File: src/rtl/wm_pkg.sv
// Shared widths, mode encoding and the saturation classifier for the
// watermark embed/extract stream.
package wm_pkg;

  localparam int unsigned WM_DATA_W    = 32;
  localparam int unsigned WM_ALPHA_W   = 16;
  localparam int unsigned WM_FRAC_W    = 8;
  localparam int unsigned WM_BLOCK_LEN = 4096;
  localparam int unsigned WM_SAT_W     = 128;

  typedef enum logic {
    WM_EMBED   = 1'b0,
    WM_EXTRACT = 1'b1
  } wm_mode_e;

  typedef enum logic [1:0] {
    WM_SAT_NONE = 2'd0,
    WM_SAT_HI   = 2'd1,
    WM_SAT_LO   = 2'd2
  } wm_sat_e;

  // Classifies a wide signed value against the signed range of width w;
  // callers substitute the clip value for their own width.
  function automatic wm_sat_e saturate(input logic signed [WM_SAT_W-1:0] v,
                                       input int unsigned w);
    logic signed [WM_SAT_W-1:0] hi;
    logic signed [WM_SAT_W-1:0] lo;
    hi = $signed((WM_SAT_W'(1) << (w - 1)) - WM_SAT_W'(1));
    lo = ~hi;
    if (v > hi) return WM_SAT_HI;
    if (v < lo) return WM_SAT_LO;
    return WM_SAT_NONE;
  endfunction

endpackage

File: src/rtl/watermark_embed_stream_if.sv
// Input/output stream handshake bundle of the watermark block.
interface watermark_embed_stream_if
  import wm_pkg::*;
#(
  parameter int unsigned DATA_W = WM_DATA_W
);
  logic                     in_valid;
  logic                     in_ready;
  logic signed [DATA_W-1:0] in_host;
  logic signed [DATA_W-1:0] in_mark;
  logic                     out_valid;
  logic                     out_ready;
  logic signed [DATA_W-1:0] out_data;
  logic                     out_last;
  logic                     out_sat;

  modport slave (
    input  in_valid, in_host, in_mark, out_ready,
    output in_ready, out_valid, out_data, out_last, out_sat
  );

  modport master (
    output in_valid, in_host, in_mark, out_ready,
    input  in_ready, out_valid, out_data, out_last, out_sat
  );
endinterface

File: src/rtl/wm_scale_round.sv
// Registered alpha*mark product with round-half-up and arithmetic shift
// back to integer scale.
module wm_scale_round
  import wm_pkg::*;
#(
  parameter int unsigned DATA_W  = WM_DATA_W,
  parameter int unsigned ALPHA_W = WM_ALPHA_W,
  parameter int unsigned FRAC_W  = WM_FRAC_W,
  localparam int unsigned PROD_W = DATA_W + ALPHA_W + 1
) (
  input  logic                     clk,
  input  logic                     rst,
  input  logic                     en,
  input  logic [ALPHA_W-1:0]       alpha,
  input  logic signed [DATA_W-1:0] mark,
  output logic signed [PROD_W-1:0] scaled
);

  localparam logic signed [PROD_W-1:0] RND = PROD_W'(1) << (FRAC_W - 1);

  logic signed [PROD_W-1:0] alpha_x;
  logic signed [PROD_W-1:0] mark_x;
  logic signed [PROD_W-1:0] prod_q;

  assign alpha_x = {{(PROD_W - ALPHA_W){1'b0}}, alpha};
  assign mark_x  = {{(PROD_W - DATA_W){mark[DATA_W-1]}}, mark};

  always_ff @(posedge clk) begin
    if (rst) begin
      prod_q <= '0;
    end else if (en) begin
      prod_q <= alpha_x * mark_x;
    end
  end

  assign scaled = (prod_q + RND) >>> FRAC_W;

endmodule

File: src/rtl/watermark_embed_stream.sv
// Three-stage embed/extract pipeline (capture, multiply, round/add/saturate)
// with frame beat counting, per-frame config latch and saturation counting.
module watermark_embed_stream
  import wm_pkg::*;
#(
  parameter int unsigned DATA_W    = WM_DATA_W,
  parameter int unsigned ALPHA_W   = WM_ALPHA_W,
  parameter int unsigned FRAC_W    = WM_FRAC_W,
  parameter int unsigned BLOCK_LEN = WM_BLOCK_LEN
) (
  input  logic                      clk,
  input  logic                      rst,
  input  logic [ALPHA_W-1:0]        cfg_alpha,
  input  logic                      cfg_mode,
  watermark_embed_stream_if.slave   bus,
  output logic [15:0]               sat_cnt,
  output logic                      frame_done
);

  localparam int unsigned CNT_W  = (BLOCK_LEN > 1) ? $clog2(BLOCK_LEN) : 1;
  localparam int unsigned PROD_W = DATA_W + ALPHA_W + 1;
  localparam int unsigned SUM_W  = PROD_W + 1;
  localparam logic [CNT_W-1:0] LAST_IDX = CNT_W'(BLOCK_LEN - 1);

  logic en, in_fire, out_fire;
  logic [CNT_W-1:0]   idx_q;
  logic [ALPHA_W-1:0] alpha_q, beat_alpha;
  wm_mode_e           mode_q, beat_mode;

  logic                     s1_valid, s1_first, s1_last;
  wm_mode_e                 s1_mode;
  logic [ALPHA_W-1:0]       s1_alpha;
  logic signed [DATA_W-1:0] s1_host, s1_mark;

  logic                     s2_valid, s2_first, s2_last;
  wm_mode_e                 s2_mode;
  logic signed [DATA_W-1:0] s2_host, s2_mark;
  logic signed [PROD_W-1:0] scaled;

  logic                       out_first_q;
  logic signed [SUM_W-1:0]    host_x, mark_x, scaled_x, sum;
  logic signed [WM_SAT_W-1:0] sum_w;
  wm_sat_e                    sat_kind;
  logic signed [DATA_W-1:0]   res;

  assign en          = !bus.out_valid || bus.out_ready;
  assign bus.in_ready = en;
  assign in_fire     = bus.in_valid && en;
  assign out_fire    = bus.out_valid && bus.out_ready;

  // Beat 0 uses the live config; later beats of the frame use the copy
  // latched when beat 0 was accepted.
  assign beat_alpha = (idx_q == '0) ? cfg_alpha : alpha_q;
  assign beat_mode  = (idx_q == '0) ? wm_mode_e'(cfg_mode) : mode_q;

  wm_scale_round #(
    .DATA_W  (DATA_W),
    .ALPHA_W (ALPHA_W),
    .FRAC_W  (FRAC_W)
  ) u_scale (
    .clk    (clk),
    .rst    (rst),
    .en     (en),
    .alpha  (s1_alpha),
    .mark   (s1_mark),
    .scaled (scaled)
  );

  always_comb begin
    host_x   = {{(SUM_W - DATA_W){s2_host[DATA_W-1]}}, s2_host};
    mark_x   = {{(SUM_W - DATA_W){s2_mark[DATA_W-1]}}, s2_mark};
    scaled_x = {scaled[PROD_W-1], scaled};
    sum      = (s2_mode == WM_EXTRACT) ? (mark_x - host_x) : (host_x + scaled_x);
    sum_w    = {{(WM_SAT_W - SUM_W){sum[SUM_W-1]}}, sum};
    sat_kind = saturate(sum_w, DATA_W);
    case (sat_kind)
      WM_SAT_HI: res = {1'b0, {(DATA_W - 1){1'b1}}};
      WM_SAT_LO: res = {1'b1, {(DATA_W - 1){1'b0}}};
      default:   res = sum[DATA_W-1:0];
    endcase
  end

  always_ff @(posedge clk) begin
    if (rst) begin
      idx_q        <= '0;
      alpha_q      <= '0;
      mode_q       <= WM_EMBED;
      s1_valid     <= 1'b0;
      s1_first     <= 1'b0;
      s1_last      <= 1'b0;
      s1_mode      <= WM_EMBED;
      s1_alpha     <= '0;
      s1_host      <= '0;
      s1_mark      <= '0;
      s2_valid     <= 1'b0;
      s2_first     <= 1'b0;
      s2_last      <= 1'b0;
      s2_mode      <= WM_EMBED;
      s2_host      <= '0;
      s2_mark      <= '0;
      bus.out_valid <= 1'b0;
      bus.out_data  <= '0;
      bus.out_last  <= 1'b0;
      bus.out_sat   <= 1'b0;
      out_first_q  <= 1'b0;
      sat_cnt      <= '0;
      frame_done   <= 1'b0;
    end else begin
      if (in_fire) begin
        idx_q <= (idx_q == LAST_IDX) ? '0 : idx_q + CNT_W'(1);
        if (idx_q == '0) begin
          alpha_q <= cfg_alpha;
          mode_q  <= wm_mode_e'(cfg_mode);
        end
      end
      if (en) begin
        s1_valid      <= bus.in_valid;
        s1_first      <= bus.in_valid && (idx_q == '0);
        s1_last       <= bus.in_valid && (idx_q == LAST_IDX);
        s1_mode       <= beat_mode;
        s1_alpha      <= beat_alpha;
        s1_host       <= bus.in_host;
        s1_mark       <= bus.in_mark;
        s2_valid      <= s1_valid;
        s2_first      <= s1_first;
        s2_last       <= s1_last;
        s2_mode       <= s1_mode;
        s2_host       <= s1_host;
        s2_mark       <= s1_mark;
        bus.out_valid <= s2_valid;
        bus.out_data  <= res;
        bus.out_last  <= s2_last;
        bus.out_sat   <= (sat_kind != WM_SAT_NONE);
        out_first_q   <= s2_first;
      end
      if (out_fire) begin
        if (out_first_q) begin
          sat_cnt <= {15'd0, bus.out_sat};
        end else if (bus.out_sat && (sat_cnt != 16'hFFFF)) begin
          sat_cnt <= sat_cnt + 16'd1;
        end
      end
      frame_done <= out_fire && bus.out_last;
    end
  end

endmodule

File: src/flat_wrapper.sv
// flat-port wrapper written by rule: the top's interface ports become plain ports
module watermark_embed_stream_flat import wm_pkg::*;
#(
  parameter int unsigned DATA_W    = WM_DATA_W,
  parameter int unsigned ALPHA_W   = WM_ALPHA_W,
  parameter int unsigned FRAC_W    = WM_FRAC_W,
  parameter int unsigned BLOCK_LEN = WM_BLOCK_LEN
)
  (clk, rst, cfg_alpha, cfg_mode, sat_cnt, frame_done, bus_in_valid, bus_in_host, bus_in_mark, bus_out_ready, bus_in_ready, bus_out_valid, bus_out_data, bus_out_last, bus_out_sat);
  watermark_embed_stream_if #(.DATA_W(DATA_W)) bus_i ();
  input  logic clk;
  input  logic rst;
  input  logic [ALPHA_W-1:0] cfg_alpha;
  input  logic cfg_mode;
  output logic [15:0] sat_cnt;
  output logic frame_done;
  input wire logic [$bits(bus_i.in_valid)-1:0] bus_in_valid;
  input wire logic [$bits(bus_i.in_host)-1:0] bus_in_host;
  input wire logic [$bits(bus_i.in_mark)-1:0] bus_in_mark;
  input wire logic [$bits(bus_i.out_ready)-1:0] bus_out_ready;
  output wire logic [$bits(bus_i.in_ready)-1:0] bus_in_ready;
  output wire logic [$bits(bus_i.out_valid)-1:0] bus_out_valid;
  output wire logic [$bits(bus_i.out_data)-1:0] bus_out_data;
  output wire logic [$bits(bus_i.out_last)-1:0] bus_out_last;
  output wire logic [$bits(bus_i.out_sat)-1:0] bus_out_sat;
  assign bus_i.in_valid = bus_in_valid;
  assign bus_i.in_host = bus_in_host;
  assign bus_i.in_mark = bus_in_mark;
  assign bus_i.out_ready = bus_out_ready;
  assign bus_in_ready = bus_i.in_ready;
  assign bus_out_valid = bus_i.out_valid;
  assign bus_out_data = bus_i.out_data;
  assign bus_out_last = bus_i.out_last;
  assign bus_out_sat = bus_i.out_sat;
  watermark_embed_stream #(.DATA_W(DATA_W), .ALPHA_W(ALPHA_W), .FRAC_W(FRAC_W), .BLOCK_LEN(BLOCK_LEN)) u_core (.clk(clk), .rst(rst), .cfg_alpha(cfg_alpha), .cfg_mode(cfg_mode), .bus(bus_i), .sat_cnt(sat_cnt), .frame_done(frame_done));
endmodule
File: config.mk
export PLATFORM = sky130hd
export DESIGN_NAME = watermark_embed_stream_flat
export DESIGN_NICKNAME = d
export VERILOG_FILES = /design/src/rtl/wm_pkg.sv /design/src/rtl/watermark_embed_stream_if.sv /design/src/rtl/wm_scale_round.sv /design/src/rtl/watermark_embed_stream.sv /design/src/flat_wrapper.sv
export SDC_FILE = /design/constraint.sdc
export NUM_CORES = 2
export LEC_CHECK = 0
export ABC_AREA = 0
export CORE_ASPECT_RATIO = 0.9
export CORE_UTILIZATION = 30
export CTS_CLUSTER_SIZE = 40
export DETAILED_ROUTE_END_ITERATION = 10
export SLEW_MARGIN = 40
export SYNTH_ARGS = -nofsm -noshare
export SYNTH_HDL_FRONTEND = slang
export SYNTH_HIERARCHICAL = 1
export SYNTH_SLANG_ARGS = --single-unit
File: constraint.sdc
create_clock -name clk -period 8.86 [get_ports clk]
set_input_delay 2.658 -clock clk [delete_from_list [all_inputs] [get_ports clk]]
set_output_delay 2.658 -clock clk [all_outputs]
set_load 0.03 [all_outputs]
-- Word level (Yosys, flattened, before mapping)
Cells that the tools add are included.
- register bits after elaboration: 283
- word-level logic and storage cells: 62
- bits of input ports: 85
- equality and inequality tests: 4
- multiply operators: 1
- $add $sub $neg: 5
- reductions and logical operators: 12
- $lt $le $gt $ge: 2
- multiplexer cells: 14
- operators by type and width (operator ; count):
    $pmux W32 S2 ; 1
    $gt A50 B32 Y1 const B ; 1
    $lt A50 B32 Y1 const B ; 1
    $mux W50 ; 1
    $add A49 B9 Y49 const B ; 1
    $mul A17 B32 Y49 ; 1
    $mux W16 ; 3
    $add A32 B41 Y42 ; 1
    $sub A32 B32 Y33 ; 1
    $add A16 B1 Y16 const B ; 1
    $ne A16 B16 Y1 const B ; 1
    $add A12 B1 Y12 const B ; 1
    $eq A12 B12 Y1 const B ; 1
    $logic_not A12 Y1 ; 1
    $mux W12 ; 1
    $mux W2 ; 4
    $logic_and A1 B1 Y1 ; 6
    $mux W1 ; 4
    $reduce_bool A2 Y1 ; 2
    $eq A2 B1 Y1 const B ; 1
    $eq A2 B2 Y1 const B ; 1
    $reduce_and A2 Y1 ; 1
    $logic_not A1 Y1 ; 1
    $logic_or A1 B1 Y1 ; 1

-- Logic depth before layout (Yosys ltp)
- depth after elaboration: 10
- gate-level depth with buffers: 25
- mapped depth without buffers: 24

-- By module
The synthesis kept the hierarchy.
- by module, submodules not included (module ; area an instance (µm²) ; times used ; sequential area each (µm²) ; cells each):
    wm_scale_round ; 20073.0 ; 1 ; 840.8 ; 2311
    watermark_embed_stream ; 13894.6 ; 1 ; 4684.5 ; 1857

-- Worst setup path before layout
OpenSTA, ideal clock, no wires.
- path type: register to register
- start point: register u_core.s1_mark[31]
- end point: register u_core.u_scale.prod_q[48]
- buffers on the path: 1
- cell stages (with the launch flop): 24
- data arrival time: 6.387 ns
- clock period less this slack: 6.467 ns
- required time: 8.781 ns
- setup slack: 2.393 ns
- library setup time: 0.079 ns
- cell sequence: dfxtp_1 > clkbuf_1 > nand2_1 > inv_1 > fa_1 > inv_1 > fa_1 > inv_1 > fa_1 > fa_1 > fa_1 > inv_1 > fa_1 > inv_1 > ha_1 > a21o_1 > a21o_1 > a21o_1 > a2111oi_2 > a2bb2oi_2 > o21ai_2 > a31oi_1 > xnor2_1 > a211oi_2
- word-level cells in the longest chain between the ends: 1
- ends and longest elaborated chain (what ; line ; source):
    from (decl) ; watermark_embed_stream.sv:33 ; logic signed [DATA_W-1:0] s1_host, s1_mark;
    from (signal assigned) ; watermark_embed_stream.sv:123 ; s1_mark <= bus.in_mark;
    $mul A17 B32 Y49 ; wm_scale_round.sv:32 ; prod_q <= alpha_x * mark_x;
    to (signal assigned) ; wm_scale_round.sv:32 ;
    to (decl) ; wm_scale_round.sv:23 ; logic signed [PROD_W-1:0] prod_q;
Every way passes these cells.
A chain may end at the register's enable or synchronous reset.

-- Worst setup path in the final report
- start point: register u_core.s1_alpha[5]
- end point: register u_core.u_scale.prod_q[35]
- word-level cells in the longest chain between the ends: 1
- ends and longest elaborated chain (what ; line ; source):
    from (decl) ; watermark_embed_stream.sv:32 ; logic [ALPHA_W-1:0] s1_alpha;
    from (signal assigned) ; watermark_embed_stream.sv:121 ; s1_alpha <= beat_alpha;
    $mul A17 B32 Y49 ; wm_scale_round.sv:32 ;
Every way passes these cells.

==> impl_metrics.py <==
metrics = {
    "worst_setup_path": {
        "max_stage_delay_ns": 0.68,
        "reg2reg_slack_ns": 1.65,
        "critPathRequiredTime_ns": 9.31,
        "cp.arrival_ns": 7.66,
        "cp-startpoint": "u_core/s1_alpha[5]",
        "cp-endpoint": "u_core/u_scale/prod_q[35]",
        "cp_slowest_cell": "dfxtp_1",
        "critPathKind": "flop to flop",
        "cp-end-kind": "flop",
        "cp-start-kind": "flop",
        "worst_r2r_path_depth": 23,
        "r2r-end": "u_core/u_scale/prod_q[35]",
        "worstReg2RegStart": "u_core/s1_alpha[5]",
        "path_max_fanout": 14,
        "cp_cell_sequence": "buf_4 > buf_4 > and2_1 > fa_1 > inv_1 > fa_1 > fa_1 > inv_1 > fa_1 > fa_1 > inv_1 > fa_1 > inv_1 > ha_1 > a211oi_2 > o211ai_1 > a221oi_2 > nand3_1 > a41oi_2 > o21ai_0 > a21oi_1 > mux2i_1 > o21ai_0",
        "cpMostUsedCell": "fa_1",
    },
    "placement": {
        "portBuffers": 137,
        "gp_congestion": 0.9349,
        "dp_slack_ns": 1.685,
        "dp_hpwl_um": 82480,
    },
    "logic_synthesis": {
        "ys.flop_type": "dfxtp_1",
        "synth_top_family_by_area": "adder cells",
        "synth_edf_count": 0,
        "synth-simple-area-share_pct": 19.31,
        "yosysSeqAreaShare_pct": 16.27,
        "syn-cell-area_sq_um": 33970,
        "ys_ff_latch": 276,
        "synth_cell_types": 90,
        "synth_nets": 4942,
        "synth_mux_area_share_pct": 1.241,
        "synth_xor_area_share_pct": 4.177,
        "async_reset_ff_share_pct": 0,
        "yosysWarnings": 6,
        "synth_fa_ha_area_share_pct": 36.19,
        "synth_compound_area_share_pct": 12.84,
        "syn_avg_cell_area_sq_um": 8.150,
        "syn-instance-count": 4168,
    },
    "run": {
        "drv_cap": 0,
    },
    "floorplanning": {
        "die_area_sq_um": 114600,
        "die_h_um": 321.2,
        "initial_core_util_pct": 30.39,
        "ios": 138,
        "num_rows": 116,
        "die_w_um": 356.7,
        "coreArea_sq_um": 111800,
    },
    "cts": {
        "cts_resized": 0,
        "cts_tree": "built",
        "cts.sinks": 276,
        "clk_pin_slew_ns": 0.07,
        "clk_latency_ns": 0.60,
        "htreeDepth": 1,
        "numCtsBuffers": 27,
        "hold_buffers": 0,
        "postCtsSetupRepairBufs": 0,
        "cts.root.buffer_cell": "clkbuf_16",
        "clockBufferDepth": 3,
    },
    "pwr": {
        "p_seq_share_pct": 24.3,
        "p_leak_nw": 17.29,
        "internal_power_mw": 3.567,
        "p_comb_share_pct": 58.0,
        "ir_drop_mv": 0.1535,
        "p_clk_share_pct": 17.7,
        "swShare_pct": 47.39,
        "p_per_area_nw_per_um2": 180.3,
        "switchingPower_mw": 3.214,
    },
    "sta": {
        "fin_worst_skew_ns": 0.01656,
        "timing.setup.tns_ns": 0,
        "maxSlewViolCount": 0,
        "min_period_ns": 7.206,
        "fin_ws_ns": 1.654,
        "hold_violations": 0,
        "fmax_mhz": 138.8,
        "finalSetupViolations": 0,
        "relSlewSlack_pct": 44.20,
        "rsz0062_at_grt": "false",
        "max_slew.worst_pin.slew_ns": 0.8359,
        "finalCritPeriodShare_pct": 81.33,
    },
    "cells_and_area": {
        "fin_util_pct": 33.66,
        "fin_nets": 4945,
        "insertedDiodeCount": 0,
        "synthToLayoutAreaGrowth_pct": 10.74,
        "drive_above_1_share_pct": 4.372,
    },
    "detailed_routing": {
        "dr.pass1.iters": 6,
        "vias_per_cell": 4.930,
        "antenna_left": 0,
        "num_vias": 27910,
        "drc": 0,
        "routed_wl_um": 105700,
        "routedWlPerCell_um": 18.67,
        "drt_iter0_markers": 2381,
    },
    "grt": {
        "antenna_found_initial": 2,
        "first_global_vias": 27780,
        "grt_first_pass_wirelength_um": 164000,
        "gr-total-overflow": 0,
        "grtUsageTotal_pct": 18.33,
        "grt_start_max_net_pins": 102,
    },
    "outcome": {
        "status": "finished, final reports clean",
    },
    "hold_path": {
        "hp-class": "flop to flop",
        "min_path_cells": 2,
    },
}
## registers in the layout, indices dropped and copies added, names as in the netlist, 12 cells and up
register and count:
u_core/alpha_q 16, u_core/u_scale/prod_q 42, u_core/s1_host 32, u_core/s2_mark 32, u_core/s1_alpha 16, u_core/bus.out_data 32
u_core/sat_cnt 16, u_core/s2_host 32, u_core/s1_mark 32, u_core/idx_q 12
## cell usage after synthesis, types with 16 or more instances
| master | count | area share [%] |
|---|---|---|
| a31oi_1 | 27 | 0.50 |
| a211oi_1 | 32 | 0.71 |
| nor2_1 | 222 | 2.5 |
| nand2_1 | 756 | 8.4 |
| xnor2_1 | 85 | 2.2 |
| and3_1 | 30 | 0.55 |
| clkbuf_1 | 178 | 2.0 |
| mux2i_1 | 41 | 1.2 |
| a211oi_2 | 31 | 1.1 |
| fa_1 | 489 | 29 |
| a21oi_1 | 316 | 4.7 |
| o21bai_1 | 18 | 0.40 |
| ha_1 | 200 | 7.4 |
| nor3_1 | 28 | 0.41 |
| and2_1 | 230 | 4.2 |
| o211ai_1 | 16 | 0.35 |
| xor2_1 | 77 | 2.0 |
| nand4_1 | 38 | 0.70 |
| a21o_1 | 49 | 1.1 |
| inv_1 | 653 | 7.2 |
| nand3_1 | 52 | 0.77 |
| dfxtp_1 | 276 | 16 |
| o21ai_0 | 95 | 1.4 |
## layout make-up
class / instances / area [sq um]
Clock buffer: 35 / 755.7
Clock inverter: 9 / 110.1
Fill cell: 11780 / 74140
Inverter: 653 / 2459
Multi-Input combinational cell: 3020 / 25070
Sequential cell: 276 / 5549
Tap cell: 1475 / 1846
Timing Repair Buffer: 193 / 1824
## worst min path at each step
stage	startpoint	endpoint	slack, ns
CTS	u_core/s1_host[3]	u_core/s1_host[3]	0.45
floorplan	u_core/s2_mark[0]	u_core/s2_mark[0]	0.43
global placement	u_core/s2_last	u_core/s2_last	0.44
finish	u_core/s1_host[16]	u_core/s1_host[16]	0.45
detailed placement	u_core/s1_host[3]	u_core/s1_host[3]	0.45
global route	u_core/s1_valid	u_core/s1_valid	0.47
## through the flow
step	instance area [sq um]	power (mW)	std cells	hold slack (ns)
6_report	37620	6.781	5661	0.4539
5_1_grt	37620	7.297	5661	0.4697
4_1_cts	37600	6.783	5661	0.4531
3_5_place_dp	36740	5.554	5617	0.4451
3_3_place_gp	36700	5.527	5616	0.4390
2_1_floorplan	33970	4.373	4168	0.4319
## kinds of logic after synthesis
family | Yosys count
AOI/OAI and AO/OA | 685
xor gates and xnor gates | 162
adders and majority gates | 689
buffers and inverters | 872
DFF | 276
muxes | 42
and+or+nand+nor | 1442
## power by group through the flow
stage               registers, mW  clock network (mW)  logic (mW)
floorplan                    1.68                   0        2.69
global placement             1.67                   0        3.86
detailed placement           1.67                   0        3.88
CTS                          1.64                1.23        3.91
global route                 1.67                1.27        4.35
finish                       1.65                1.20        3.93
## routing by layer
layer	global-route usage (%)	vias to the layer above	part of all wire, %
met5	0.6383	-	0.12
met3	4.357	122	8.2
met4	3.903	6	2.3
met1	26.90	13700	48
li1	-	13160	-
met2	26.91	923	42
## worst max-delay path: cells and delay by family, from the launching register on
| family | cells | cell delay [ns] |
|---|---|---|
| buf+inv | 6 | 0.75 |
| flops | 1 | 0.68 |
| fa+ha+maj | 7 | 3.28 |
| compound gates | 7 | 1.76 |
| simple gates | 2 | 0.39 |
| mux | 1 | 0.20 |
## layout by cell type, fill, tap and decap left out, types with 8 or more instances in the layout
cell / n
nand2_1: 756
inv_1: 651
fa_1: 488
a21oi_1: 316
dfxtp_1: 257
and2_1: 230
nor2_1: 220
ha_1: 200
clkdlybuf4s50_1: 136
o21ai_0: 94
xnor2_1: 85
xor2_1: 77
nand3_1: 52
buf_4: 51
a21o_1: 49
mux2i_1: 41
nand4_1: 38
a211oi_1: 32
a211oi_2: 31
and3_1: 30
nor3_1: 28
clkbuf_16: 27
a31oi_1: 27
dfxtp_2: 19
o21bai_1: 18
o211ai_1: 16
nand2b_1: 15
o21a_1: 14
nor2b_1: 12
or3_1: 12
o21ai_1: 9
o31ai_1: 9
nor3b_1: 8
No activity file was read; power rests on OpenSTA's default activity.
